$ cat src/rtl/fifo_advanced_pkg.sv
// Shared sizing helpers and the pointer wrap function for fifo_advanced.
// These helpers are used by fifo_advanced and wrapping_counter.
package fifo_advanced_pkg;

  function automatic int level_width(input int depth);
    return $clog2(depth + 1);
  endfunction

  function automatic int ptr_width(input int depth);
    return $clog2(depth);
  endfunction

  // Modulo-depth increment; depth need not be a power of two.
  function automatic int unsigned wrap_inc(input int unsigned ptr, input int unsigned depth);
    return (ptr == depth - 1) ? 0 : ptr + 1;
  endfunction

endpackage

$ cat src/rtl/fifo_advanced_wrapping_counter.sv
// Modulo-DEPTH pointer: counts 0..DEPTH-1 and wraps to 0.
// The clear input takes priority over the increment input.
module wrapping_counter
  import fifo_advanced_pkg::*;
#(
  parameter int DEPTH = 4
) (
  input  logic                        clock,
  input  logic                        reset,
  input  logic                        clear,
  input  logic                        increment,
  output logic [ptr_width(DEPTH)-1:0] count
);

  localparam int PW = ptr_width(DEPTH);

  always_ff @(posedge clock or posedge reset) begin
    if (reset)
      count <= '0;
    else if (clear)
      count <= '0;
    else if (increment)
      count <= PW'(wrap_inc(32'(count), DEPTH));
  end

endmodule

$ cat src/rtl/fifo_advanced.sv
// First-word-fall-through FIFO with any depth, a registered fill level, threshold flags and flush.
// Define FIFO_ADVANCED_ERROR_FLAGS_EN to add the sticky overflow and underflow flags.
module fifo_advanced
  import fifo_advanced_pkg::*;
#(
  parameter int WIDTH                  = 8,
  parameter int DEPTH                  = 4,
  parameter int ALMOST_FULL_THRESHOLD  = DEPTH - 1,
  parameter int ALMOST_EMPTY_THRESHOLD = 1
) (
  input  logic                          clock,
  input  logic                          reset,
  input  logic                          flush,
  input  logic                          write_enable,
  input  logic [WIDTH-1:0]              write_data,
  output logic                          full,
  output logic                          almost_full,
  input  logic                          read_enable,
  output logic [WIDTH-1:0]              read_data,
  output logic                          empty,
  output logic                          almost_empty,
  output logic [level_width(DEPTH)-1:0] level
`ifdef FIFO_ADVANCED_ERROR_FLAGS_EN
  ,
  output logic                          overflow,
  output logic                          underflow,
  input  logic                          clear_errors
`endif
);

  localparam int LW = level_width(DEPTH);
  localparam int PW = ptr_width(DEPTH);
  localparam logic [LW-1:0] FULL_LVL = LW'(DEPTH);
  localparam logic [LW-1:0] AF_LVL   = LW'(ALMOST_FULL_THRESHOLD);
  localparam logic [LW-1:0] AE_LVL   = LW'(ALMOST_EMPTY_THRESHOLD);

  logic [WIDTH-1:0] mem [DEPTH];
  logic [PW-1:0]    wr_ptr;
  logic [PW-1:0]    rd_ptr;
  logic             wr_accept;
  logic             rd_accept;

  assign full         = (level == FULL_LVL);
  assign empty        = (level == '0);
  assign almost_full  = (level >= AF_LVL);
  assign almost_empty = (level <= AE_LVL);

  // A full FIFO still takes a write when the same cycle frees the head slot.
  assign wr_accept = write_enable && (!full || read_enable);
  assign rd_accept = read_enable && !empty;

  // Gating with empty keeps read_data at zero out of reset, since storage is not reset.
  assign read_data = empty ? '0 : mem[rd_ptr];

  wrapping_counter #(.DEPTH(DEPTH)) u_wr_ptr (
    .clock     (clock),
    .reset     (reset),
    .clear     (flush),
    .increment (wr_accept),
    .count     (wr_ptr)
  );

  wrapping_counter #(.DEPTH(DEPTH)) u_rd_ptr (
    .clock     (clock),
    .reset     (reset),
    .clear     (flush),
    .increment (rd_accept),
    .count     (rd_ptr)
  );

  always_ff @(posedge clock) begin
    if (wr_accept && !flush)
      mem[wr_ptr] <= write_data;
  end

  always_ff @(posedge clock or posedge reset) begin
    if (reset)
      level <= '0;
    else if (flush)
      level <= '0;
    else if (wr_accept && !rd_accept)
      level <= level + LW'(1);
    else if (rd_accept && !wr_accept)
      level <= level - LW'(1);
  end

`ifdef FIFO_ADVANCED_ERROR_FLAGS_EN
  // A set event in the same cycle as clear_errors wins.
  always_ff @(posedge clock or posedge reset) begin
    if (reset) begin
      overflow  <= 1'b0;
      underflow <= 1'b0;
    end else begin
      if (write_enable && full && !read_enable)
        overflow <= 1'b1;
      else if (clear_errors)
        overflow <= 1'b0;
      if (read_enable && empty)
        underflow <= 1'b1;
      else if (clear_errors)
        underflow <= 1'b0;
    end
  end
`endif

endmodule

$ cat config.mk
export PLATFORM = sky130hd
export DESIGN_NAME = fifo_advanced
export DESIGN_NICKNAME = d
export VERILOG_FILES = /design/src/rtl/fifo_advanced_pkg.sv /design/src/rtl/fifo_advanced_wrapping_counter.sv /design/src/rtl/fifo_advanced.sv
export SDC_FILE = /design/constraint.sdc
export NUM_CORES = 1
export LEC_CHECK = 0
export ABC_CLOCK_PERIOD_IN_PS = 2800
export BUFFER_PORTS_ARGS = -buffer_cell sky130_fd_sc_hd__buf_2
export CAP_MARGIN = 20
export CORE_ASPECT_RATIO = 0.5
export CORE_UTILIZATION = 35
export CTS_CLUSTER_DIAMETER = 120
export DETAILED_ROUTE_END_ITERATION = 10
export HOLD_SLACK_MARGIN = 0.03
export REMOVE_ABC_BUFFERS = 1
export SYNTH_ARGS = -nofsm -noshare
export SYNTH_HDL_FRONTEND = slang
export SYNTH_SLANG_ARGS = --single-unit
$ cat constraint.sdc
create_clock -name clock -period 2.8 [get_ports clock]
set_clock_uncertainty 0.1 [all_clocks]
set_input_delay 0.28 -clock clock [delete_from_list [all_inputs] [get_ports clock]]
set_output_delay 0.28 -clock clock [all_outputs]
set_load 0.005 [all_outputs]
==> results.md, run 1 <==
* Peak VDD IR at approximately 350 µV
* Via density at 4.772
* Most frequent cells in the layout: edfxtp_1 (32), buf_2 (27), and2_1 (12)
* Total GRT Usage at 13.68%
* H-tree depth at 2
* Nets at approximately 170
* Ys Warns at 0
* Via count at approximately 1000
* Post-DP HPWL at 2292 µm
* Hold_ws at 0.1050 ns
* Cts bufs inserted at 5
* Initial antenna violation count at 0
* Post-placement worst setup slack at between 0.5 and 0.6 ns
* Fin crit share at 80.36%
* Number of flops mapped to enable cells by yosys at 32
* Root Driver: clkbuf_8
* RSZ-0062 raised after global routing: false
* Crit end category: register
* Simple-Gate Fraction of Synth Area at 10.33%
* Drt initial violations at 39
* GP Congestion at 0.9235
* Reg clk slew, reported paths at 0.08 ns
* CP required at ~2.6 ns
* Final Hold Viols at 0
* DRC errors left at 0
* Die Width at 103.2 µm
* Routed Antenna Nets at 0
* Initial Util at between 30% and 40%
* Grt ovf at 0
* Sequential element share of the synthesized area at between 60% and 70%
* Total Power at roughly 1700 µW
* Critical path class: register to register
* Highest Clock Rate at approximately 0.44 GHz
* Post-Syn Instances at ~120
* Crit-path max cell delay at between 0.4 and 0.5 ns
* Synth Area in XOR/XNOR at less than 1%
* Hold WC Path Type: input port to register
* Vias in the first global route at about 1000
* Startpoint types: register
* Clock Path Buffers at 2
* Most common cell after layout, fill and taps aside: edfxtp_1
* Avg WL per Cell at 14.55 µm
* Num ports at 28
* Primary FF master, synth: edfxtp_1
* First-pass GRT wire length at ~5200 µm
* Status: completed
* Synth unique cells at 31
* FP Rows at 17
* Compound-Gate Fraction of Synth Area at approximately 5%
* Asr flop ratio synth at between 10% and 20%
* Slew HR at roughly 60%
* Fill cells at about 420
* Crit path max-delay cell type: dfrtp_1
* Worst-Skew Late Latency at between 0.2 and 0.3 ns
* Core Util, Final at between 40% and 50%
* Syn Std Cell Area at roughly 0.0018 mm²
* CP Max Fanout at 8
* Setup TNS at 0 ns
* LEAKAGE at around 0.00082 µW
* WL final at 3187 µm
* P per Cell Area at between 700 and 800 mW/mm²
* Largest net degree at the start of global routing at 14
* Synth Register Bits at 39
* IO Port Bufs at 27
* Crit path DAT at between 2 and 2.5 ns
* Antenna fix cells at 0
* Mux cell area share after synthesis at between 10% and 20%
* Worst-path cell chain: inv_1 -> ha_1 -> and2_4 -> a21o_1 -> nor2_1 -> and2_1
* Max-Cap Viols at 0
* Syn avg cell area at 14.82 µm²
* Die ar. at 0.005430 mm²
* Layout cell share with drive strength beyond 1 at between 30% and 40%
* Number of setup violations in the final report at 0
* Max Transition Viols Final at 0
* Minimum clock period at approximately 2.3 ns
* # clock sinks at 39
* DR pass1 iterations at 4
* Synthesis-to-finish area growth at 18.00%
* Die H at around 53 µm
* Post-synthesis adder-cell area fraction at 6.839%
* Worst-Margin Slew at between 0.5 and 0.6 ns
* Largest family of logic cells by synthesized area: multiplexers
* Fin worst setup slack at approximately 0.55 ns
* CTS tree: built
* Core Area at ~0.0047 mm²
## worst max-delay path: cells and delay by family (launching register included)
kind	cells	cell delay (ns)
buffers and inverters	1	0.11
AO/OA/AOI/OAI	1	0.21
adder cells (fa/ha/maj)	1	0.28
AND/OR/NAND/NOR	3	0.77
flip-flops	1	0.44
## repair_timing
action,in CTS,in global routing
setup buffers,0,0
hold buffers,1,0
gates resized for setup,0,0
endpoints found under the hold margin,7,0
## power by group
part,switching [µW],internal (µW)
Combinational,219,239
Clock,200,265
Sequential,63.0,666
Total,482,1170
## final timing paths
kind / from / to / slack (ns) / cells past startpoint
max: level[0]$_DFFE_PP0P_ / mem[2][0]$_DFFE_PP_ / 0.55 / 6
min: write_data[7] / mem[0][7]$_DFFE_PP_ / 0.11 / 1
max reg2reg: level[0]$_DFFE_PP0P_ / mem[2][0]$_DFFE_PP_ / 0.55 / 6
min reg2reg: u_wr_ptr.count[1]$_DFFE_PP0P_ / u_wr_ptr.count[1]$_DFFE_PP0P_ / 0.50 / 2
max in group asynchronous: reset / level[2]$_DFFE_PP0P_ / 2.01 / 3
min in group asynchronous: reset / level[0]$_DFFE_PP0P_ / 0.37 / 3
## area by class of cell
| class | instances | area (µm²) | area share [%] |
|---|---|---|---|
| Sequential cell | 39 | 1136 | 53.70 |
| Multi-Input combinational cell | 69 | 605.6 | 28.62 |
| Timing Repair Buffer | 28 | 145.1 | 6.860 |
| Tap cell | 66 | 82.58 | 3.903 |
| Clock buffer | 5 | 68.82 | 3.253 |
| Clock inverter | 3 | 43.79 | 2.070 |
| Inverter | 9 | 33.78 | 1.597 |
## stage by stage
stage / std cells / cell area [µm²]
finish: 219 / 2116
global placement: 210 / 1993
detailed placement: 210 / 1993
CTS: 219 / 2116
global route: 219 / 2116
floorplan: 117 / 1775
## registers in the layout, indices dropped and copies added, names as in the netlist
name and flops:
u_rd_ptr.count 2, level 3, u_wr_ptr.count 2, mem 32
## layer usage
layer	up-vias	global-route usage (%)	wire length, µm
met5	-	0	0
met4	0	4.930	32
met3	4	3.467	198
met2	29	22.44	1480
met1	509	17.72	1475
li1	503	-	-
## Yosys cell counts, types with 3 or more instances
cell,instances,share of area [%]
a21oi_1,3,0.84
and2_1,12,4.2
dfrtp_1,7,9.8
edfxtp_1,32,54
ha_1,9,6.3
inv_1,8,1.7
mux4_2,8,10
nand2_1,4,0.84
nor2_1,7,1.5
o21ai_0,4,1.1
## cells by family after synthesis
kind of cell,count (synthesis)
and+or+nand+nor,34
xor gates and xnor gates,2
buffers and inverters,13
adders and majority gates,10
AOI/OAI and AO/OA,14
DFF,39
muxes,9
(Power assumes the default switching activity.)
==> run 2: changes to the inputs <==
--- a/config.mk
+++ b/config.mk
@@ -5,7 +5,7 @@
 export SDC_FILE = /design/constraint.sdc
 export NUM_CORES = 1
 export LEC_CHECK = 0
-export ABC_CLOCK_PERIOD_IN_PS = 2800
+export ABC_CLOCK_PERIOD_IN_PS = 1900
 export BUFFER_PORTS_ARGS = -buffer_cell sky130_fd_sc_hd__buf_2
 export CAP_MARGIN = 20
 export CORE_ASPECT_RATIO = 0.5
==> constraint.sdc (replaced) <==
create_clock -name clock -period 1.9 [get_ports clock]
set_clock_uncertainty 0.1 [all_clocks]
set_input_delay 0.19 -clock clock [delete_from_list [all_inputs] [get_ports clock]]
set_output_delay 0.19 -clock clock [all_outputs]
set_load 0.005 [all_outputs]
==> results.md, run 2 (synthesis results as in run 1) <==
* Peak VDD IR at 541.6 µV (+55%)
* Largest net degree at the start of global routing at 13 (-1)
* Synthesis-to-finish area growth at 34.47%
* Core Util, Final at 51.76% (+6.3 points)
* Die Width at 103.2 µm (unchanged)
* Worst hold stages at 2 (+1)
* Initial antenna violation count at 0 (unchanged)
* Dpl cells at 225 (+7.1%)
* Die ar. at 0.005430 mm² (unchanged)
* Number of setup violations in the final report at 0 (unchanged)
* Reg clk slew, reported paths at 0.07 ns (about the same)
* H-tree depth at 2 (unchanged)
* Max Transition Viols Final at 0 (unchanged)
* Crit path DAT at 1.60 ns (-0.49 ns)
* Final Non-Filler Cells at 244 (+11%)
* Net Switching at 784.7 µW (+63%)
* Crit end category: primary output
* Largest registers: mem x32, level x3
* Status: completed
* Grt ovf at 0 (unchanged)
* Via density at 4.566 (-4.3%)
* Cts bufs inserted at 5 (unchanged)
* Worst Reg-to-Reg Cells at 7 (+1)
* Vias in the first global route at 1111 (+10%)
* Setup TNS at 0 ns (unchanged)
* Most frequent cells in the layout: edfxtp_1 (32), buf_2 (22), buf_4 (11)
* Fin area at 0.002411 mm² (+14%)
* R2r setup slk at 0.13 ns (-0.42 ns)
* Hold_sp: flush
* DRC errors left at 0 (unchanged)
* Worst-Margin Slew at 0.2884 ns (-0.3055 ns)
* WL final at 3530 µm (+11%)
* Sw Ratio at 29.40% (+0.21 points)
* Root Driver: clkbuf_8
* FF-to-FF End: mem[2][4]$_DFFE_PP_
* Antenna fix cells at 0 (unchanged)
* Critical Path Stages at 4 (-2)
* Cell internal pwr at 1884 µW (+61%)
* Core Area at 0.004658 mm² (unchanged)
* Drt initial violations at 14 (-64%)
* Startpoint types: register
* Num ports at 28 (unchanged)
* Critical Path Sink: read_data[5]
* Reg with most FFs: mem
* Nets at 199 (+14%)
* Worst R2R Start: level[0]$_DFFE_PP0P_
* DR pass1 iterations at 4 (unchanged)
* CTS tree: built
* Crit-path max cell delay at 0.51 ns (+0.07 ns)
* Worst-Skew Late Latency at 0.28 ns (about the same)
* Final Hold Viols at 0 (unchanged)
* Clock Path Buffers at 2 (unchanged)
* Clk pwr share at 19.5% (-8.7 points)
* Worst path top cell family by delay: multiplexers
* Worst-path cell chain: buf_12 -> mux4_2 -> and2_4 -> buf_6
* LEAKAGE at 0.0009544 µW (+16%)
* DP Area at 0.002143 mm² (+7.5%)
* FP Rows at 17 (unchanged)
* First-pass GRT wire length at 5319 µm (+2.0%)
* Layout cell share with drive strength beyond 1 at 40.45% (+10 points)
* Flop pwr share at 38.3% (-5.8 points)
* Max-Cap Viols at 0 (unchanged)
* CP required at 1.61 ns (-1.03 ns)
* Logic pwr share at 42.1% (+14 points)
* Critical path class: register to primary output
* Initial Util at 38.49% (unchanged)
* Hold WC Path Type: input port to register
* Crit path max-delay cell type: mux4_2
* Highest Clock Rate at about 0.53 GHz
* Die H at 52.61 µm (unchanged)
* CP Max Fanout at 9 (+1)
* Setup crit start: u_rd_ptr.count[0]$_DFFE_PP0P_
* GP Congestion at 0.8289 (-10%)
* Avg WL per Cell at 14.47 µm (-0.59%)
* P per Cell Area at 1107 mW/mm² (+42%)
* Post-DP HPWL at 2406 µm (+5.0%)
* Routed Antenna Nets at 0 (unchanged)
* # clock sinks at 39 (unchanged)
* Slew HR at 80.52% (+20 points)
* Worst Path Buf+Inv at 2 (+1)
* Max reg flops at 32 (unchanged)
* RSZ-0062 raised after global routing: true
* IO Port Bufs at 27 (unchanged)
* Minimum clock period at around 1.9 ns
* Via count at 1114 (+6.6%)
* Most common cell after layout, fill and taps aside: edfxtp_1
* Total GRT Usage at 13.92% (+0.24 points)
* Fin crit share at around 99%
## run 2: cell count changes in the layout (fill, tap and decap cells not counted), moves of 4 or more
| cell | change |
|---|---|
| dlygate4sd3_1 | +8 |
| buf_6 | +7 |
| and2_1 | -5 |
| buf_12 | +4 |
| and2_4 | +5 |
| buf_2 | -5 |
| buf_4 | +11 |
## run 2: power by group through the flow
stage          Clock (µW)  Sequential [µW]  Combinational [µW]
6_report              522             1020                1120
5_1_grt               568             1030                1240
4_1_cts               541             1020                 911
3_5_place_dp            0             1040                 880
3_3_place_gp            0             1030                 873
2_1_floorplan           0             1070                 439
## run 2: routing by layer
layer	global-route usage, %	part of all wire, %	up-vias
met5	0	0	-
met4	4.930	1.0	0
met3	3.200	2.5	4
met2	23.78	49	20
met1	17.57	48	534
li1	-	-	556
## run 2: worst min path at each step
| stage | to |
|---|---|
| final | u_wr_ptr.count[0]$_DFFE_PP0P_ |
| after CTS | u_wr_ptr.count[0]$_DFFE_PP0P_ |
| after floorplan | level[0]$_DFFE_PP0P_ |
| after detailed placement | level[1]$_DFFE_PP0P_ |
| after global placement | u_wr_ptr.count[1]$_DFFE_PP0P_ |
| after global routing | u_wr_ptr.count[0]$_DFFE_PP0P_ |
## run 2: layout make-up
cell class / instances / area [µm²]
Sequential cell: 39 / 1137
Clock inverter: 2 / 12.51
Multi-Input combinational cell: 69 / 630.6
Tap cell: 66 / 82.58
Timing Repair Buffer: 53 / 441.7
Fill cell: 403 / 2247
Clock buffer: 6 / 72.57
Inverter: 9 / 33.78
## run 2: what timing repair did
item                                   CTS  global route
resized for setup                        2            19
buffers inserted                         0             1
pin swaps                                0             1
endpoints found under the hold margin   36             0
cloned                                   0             1
setup endpoints to repair                8            40
hold buffers                             9             0
## run 2: per-stage QoR
step | setup WS (ns) | hold WS [ns] | power [µW]
4_1_cts | -0.003305 | 0.08267 | 2473
5_1_grt | -0.04047 | 0.1046 | 2833
6_report | 0.01191 | 0.09308 | 2669
3_5_place_dp | 0.05384 | 0.04772 | 1918
3_3_place_gp | 0.1009 | 0.04374 | 1906
2_1_floorplan | -0.1065 | -0.1066 | 1513
## run 2: worst register-to-register path: stages (launching register included)
cell	delay, ns
dfrtp_1	0.37
inv_2	0.05
ha_2	0.18
and2_4	0.15
a21o_1	0.19
nor2_2	0.11
and2_1	0.20
buf_12	0.13
==> run 3: changes to the inputs <==
--- a/config.mk
+++ b/config.mk
@@ -10,9 +10,10 @@
 export CAP_MARGIN = 20
 export CORE_ASPECT_RATIO = 0.5
 export CORE_UTILIZATION = 35
+export CTS_BUF_LIST = sky130_fd_sc_hd__clkbuf_4 sky130_fd_sc_hd__clkbuf_8 sky130_fd_sc_hd__clkbuf_16
 export CTS_CLUSTER_DIAMETER = 120
 export DETAILED_ROUTE_END_ITERATION = 10
-export HOLD_SLACK_MARGIN = 0.03
+export HOLD_SLACK_MARGIN = 0.15
 export REMOVE_ABC_BUFFERS = 1
 export SYNTH_ARGS = -nofsm -noshare
 export SYNTH_HDL_FRONTEND = slang
==> results.md, run 3 (synthesis results as in run 1) <==
* Highest Clock Rate at 0.5296 GHz (about the same)
* Hold WC Path Type: input port to register
* Cts bufs inserted at 5 (unchanged)
* Worst-Margin Slew at 0.2877 ns (-0.0007253 ns)
* Peak VDD IR at 541.6 µV (about the same)
* WL final at 3539 µm (+0.25%)
* Cell internal pwr at 1900 µW (+0.83%)
* R2r setup slk at 0.13 ns (about the same)
* Net Switching at 785.3 µW (about the same)
* Fill cells at 400 (-0.74%)
* Sw Ratio at 29.25% (-0.16 points)
* Max reg flops at 32 (unchanged)
* Max-Cap Viols at 0 (unchanged)
* Die Width at 103.2 µm (unchanged)
* Core Area at 0.004658 mm² (unchanged)
* FP Rows at 17 (unchanged)
* Reg clk slew, reported paths at 0.07 ns (about the same)
* Clock Path Buffers at 2 (unchanged)
* Crit-path max cell delay at 0.51 ns (about the same)
* Worst R2R Start: level[0]$_DFFE_PP0P_
* Status: completed
* Hold_ws at 0.2128 ns (+0.1197 ns)
* Crit path max-delay cell type: mux4_2
* Die H at 52.61 µm (unchanged)
* Post-DP HPWL at 2406 µm (unchanged)
* Largest registers: mem x32, level x3
* Nets at 200 (+0.50%)
* Critical path class: register to primary output
* Max Transition Viols Final at 0 (unchanged)
* FF-to-FF End: mem[2][4]$_DFFE_PP_
* Fin worst setup slack at 0.01183 ns (-0.00008590 ns)
* Initial antenna violation count at 0 (unchanged)
* Number of setup violations in the final report at 0 (unchanged)
* Root Driver: clkbuf_8
* Avg WL per Cell at 14.44 µm (-0.15%)
* Worst-Skew Late Latency at 0.28 ns (about the same)
* RSZ-0062 raised after global routing: true
* DR pass1 iterations at 4 (unchanged)
* Worst-path cell chain: buf_12 -> mux4_2 -> and2_4 -> buf_6
* Startpoint types: register
* CP required at 1.61 ns (about the same)
* First-pass GRT wire length at 5319 µm (unchanged)
* Grt ovf at 0 (unchanged)
* Clk pwr share at 20.0% (+0.5 points)
* Initial Util at 38.49% (unchanged)
* Slew HR at 80.57% (about the same)
* GP Congestion at 0.8289 (unchanged)
* P per Cell Area at 1107 mW/mm² (about the same)
* Post-placement worst setup slack at 0.05384 ns (unchanged)
* Layout cell share with drive strength beyond 1 at 40.78% (+0.33 points)
* Worst Path Buf+Inv at 2 (unchanged)
* IO Port Bufs at 27 (unchanged)
* Crit path DAT at 1.60 ns (about the same)
* Minimum clock period at 1.888 ns (+0.00008590 ns)
* Crit end category: primary output
* Drt initial violations at 15 (+1)
* Final Hold Viols at 0 (unchanged)
* # clock sinks at 39 (unchanged)
* DRC errors left at 0 (unchanged)
* Worst Hold End: level[1]$_DFFE_PP0P_
* Logic pwr share at 41.9% (-0.2 points)
* Most common cell after layout, fill and taps aside: edfxtp_1
* CP Max Fanout at 9 (unchanged)
* Via count at 1116 (+0.18%)
* Vias in the first global route at 1111 (unchanged)
* Routed Antenna Nets at 0 (unchanged)
* CTS tree: built
* Num ports at 28 (unchanged)
* Fin area at 0.002425 mm² (+0.57%)
* Synthesis-to-finish area growth at 35.24%
* Fin crit share at 99.38% (about the same)
* H-tree depth at 2 (unchanged)
* Core Util, Final at 52.05% (+0.30 points)
* Total GRT Usage at 13.92% (unchanged)
* DP Area at 0.002143 mm² (unchanged)
* Flop pwr share at 38.1% (-0.2 points)
* Worst hold stages at 4 (+2)
* Antenna fix cells at 0 (unchanged)
* Reg with most FFs: mem
* Die ar. at 0.005430 mm² (unchanged)
* LEAKAGE at 0.0009620 µW (+0.80%)
* Worst path top cell family by delay: multiplexers
* Via density at 4.555 (-0.23%)
* Hold_sp: write_enable
* Worst Reg-to-Reg Cells at 7 (unchanged)
* Largest net degree at the start of global routing at 13 (unchanged)
* Most frequent cells in the layout: edfxtp_1 (32), buf_2 (22), buf_4 (11)
-- run 3: worst min-delay path, delay by kind of cell --
family | cells | cell delay (ns)
AO/OA/AOI/OAI | 3 | 0.23
buffers and inverters | 1 | 0.14
-- run 3: layer usage --
| layer | up-vias | global-route usage (%) | routed length, µm |
|---|---|---|---|
| met1 | 534 | 17.57 | 1686 |
| met2 | 20 | 23.78 | 1728 |
| li1 | 558 | - | - |
| met4 | 0 | 4.930 | 37 |
| met3 | 4 | 3.200 | 86 |
| met5 | - | 0 | 0 |
-- run 3: what timing repair did --
action,4_1_cts,5_1_grt
gates resized for setup,2,19
buffers inserted,0,1
hold endpoints to repair,44,0
pin swaps,0,1
setup endpoints to repair,8,40
hold buffers,10,0
gates cloned,0,1
-- run 3: layout make-up --
type	count	area, µm²	share of cell area, %
Inverter	9	33.78	1.393
Clock buffer	6	76.32	3.148
Multi-Input combinational cell	69	630.6	26.01
Sequential cell	39	1137	46.90
Clock inverter	2	12.51	0.5160
Tap cell	66	82.58	3.406
Timing Repair Buffer	54	451.7	18.63
-- run 3: power groups by stage --
stage	Combinational (µW)	Sequential [µW]	Clock, µW
finish	1130	1020	536
global placement	873	1030	0
global route	1240	1030	582
floorplan	439	1070	0
detailed placement	880	1040	0
CTS	913	1020	554
-- run 3: how the worst max path moves through the flow --
stage,to,start,cells past startpoint
after floorplan,mem[3][0]$_DFFE_PP_,level[0]$_DFFE_PP0P_,6
after global placement,mem[2][7]$_DFFE_PP_,level[0]$_DFFE_PP0P_,7
after detailed placement,mem[2][7]$_DFFE_PP_,level[0]$_DFFE_PP0P_,7
after CTS,read_data[5],u_rd_ptr.count[0]$_DFFE_PP0P_,4
after global routing,read_data[5],u_rd_ptr.count[0]$_DFFE_PP0P_,4
final,read_data[5],u_rd_ptr.count[0]$_DFFE_PP0P_,4
-- run 3: per-stage QoR --
stage | total power (µW) | std cells | setup TNS (ns)
6_report | 2685 | 245 | 0
5_1_grt | 2849 | 245 | -0.1276
4_1_cts | 2488 | 243 | -0.003305
3_5_place_dp | 1918 | 225 | 0
3_3_place_gp | 1906 | 225 | 0
2_1_floorplan | 1513 | 117 | -3.407
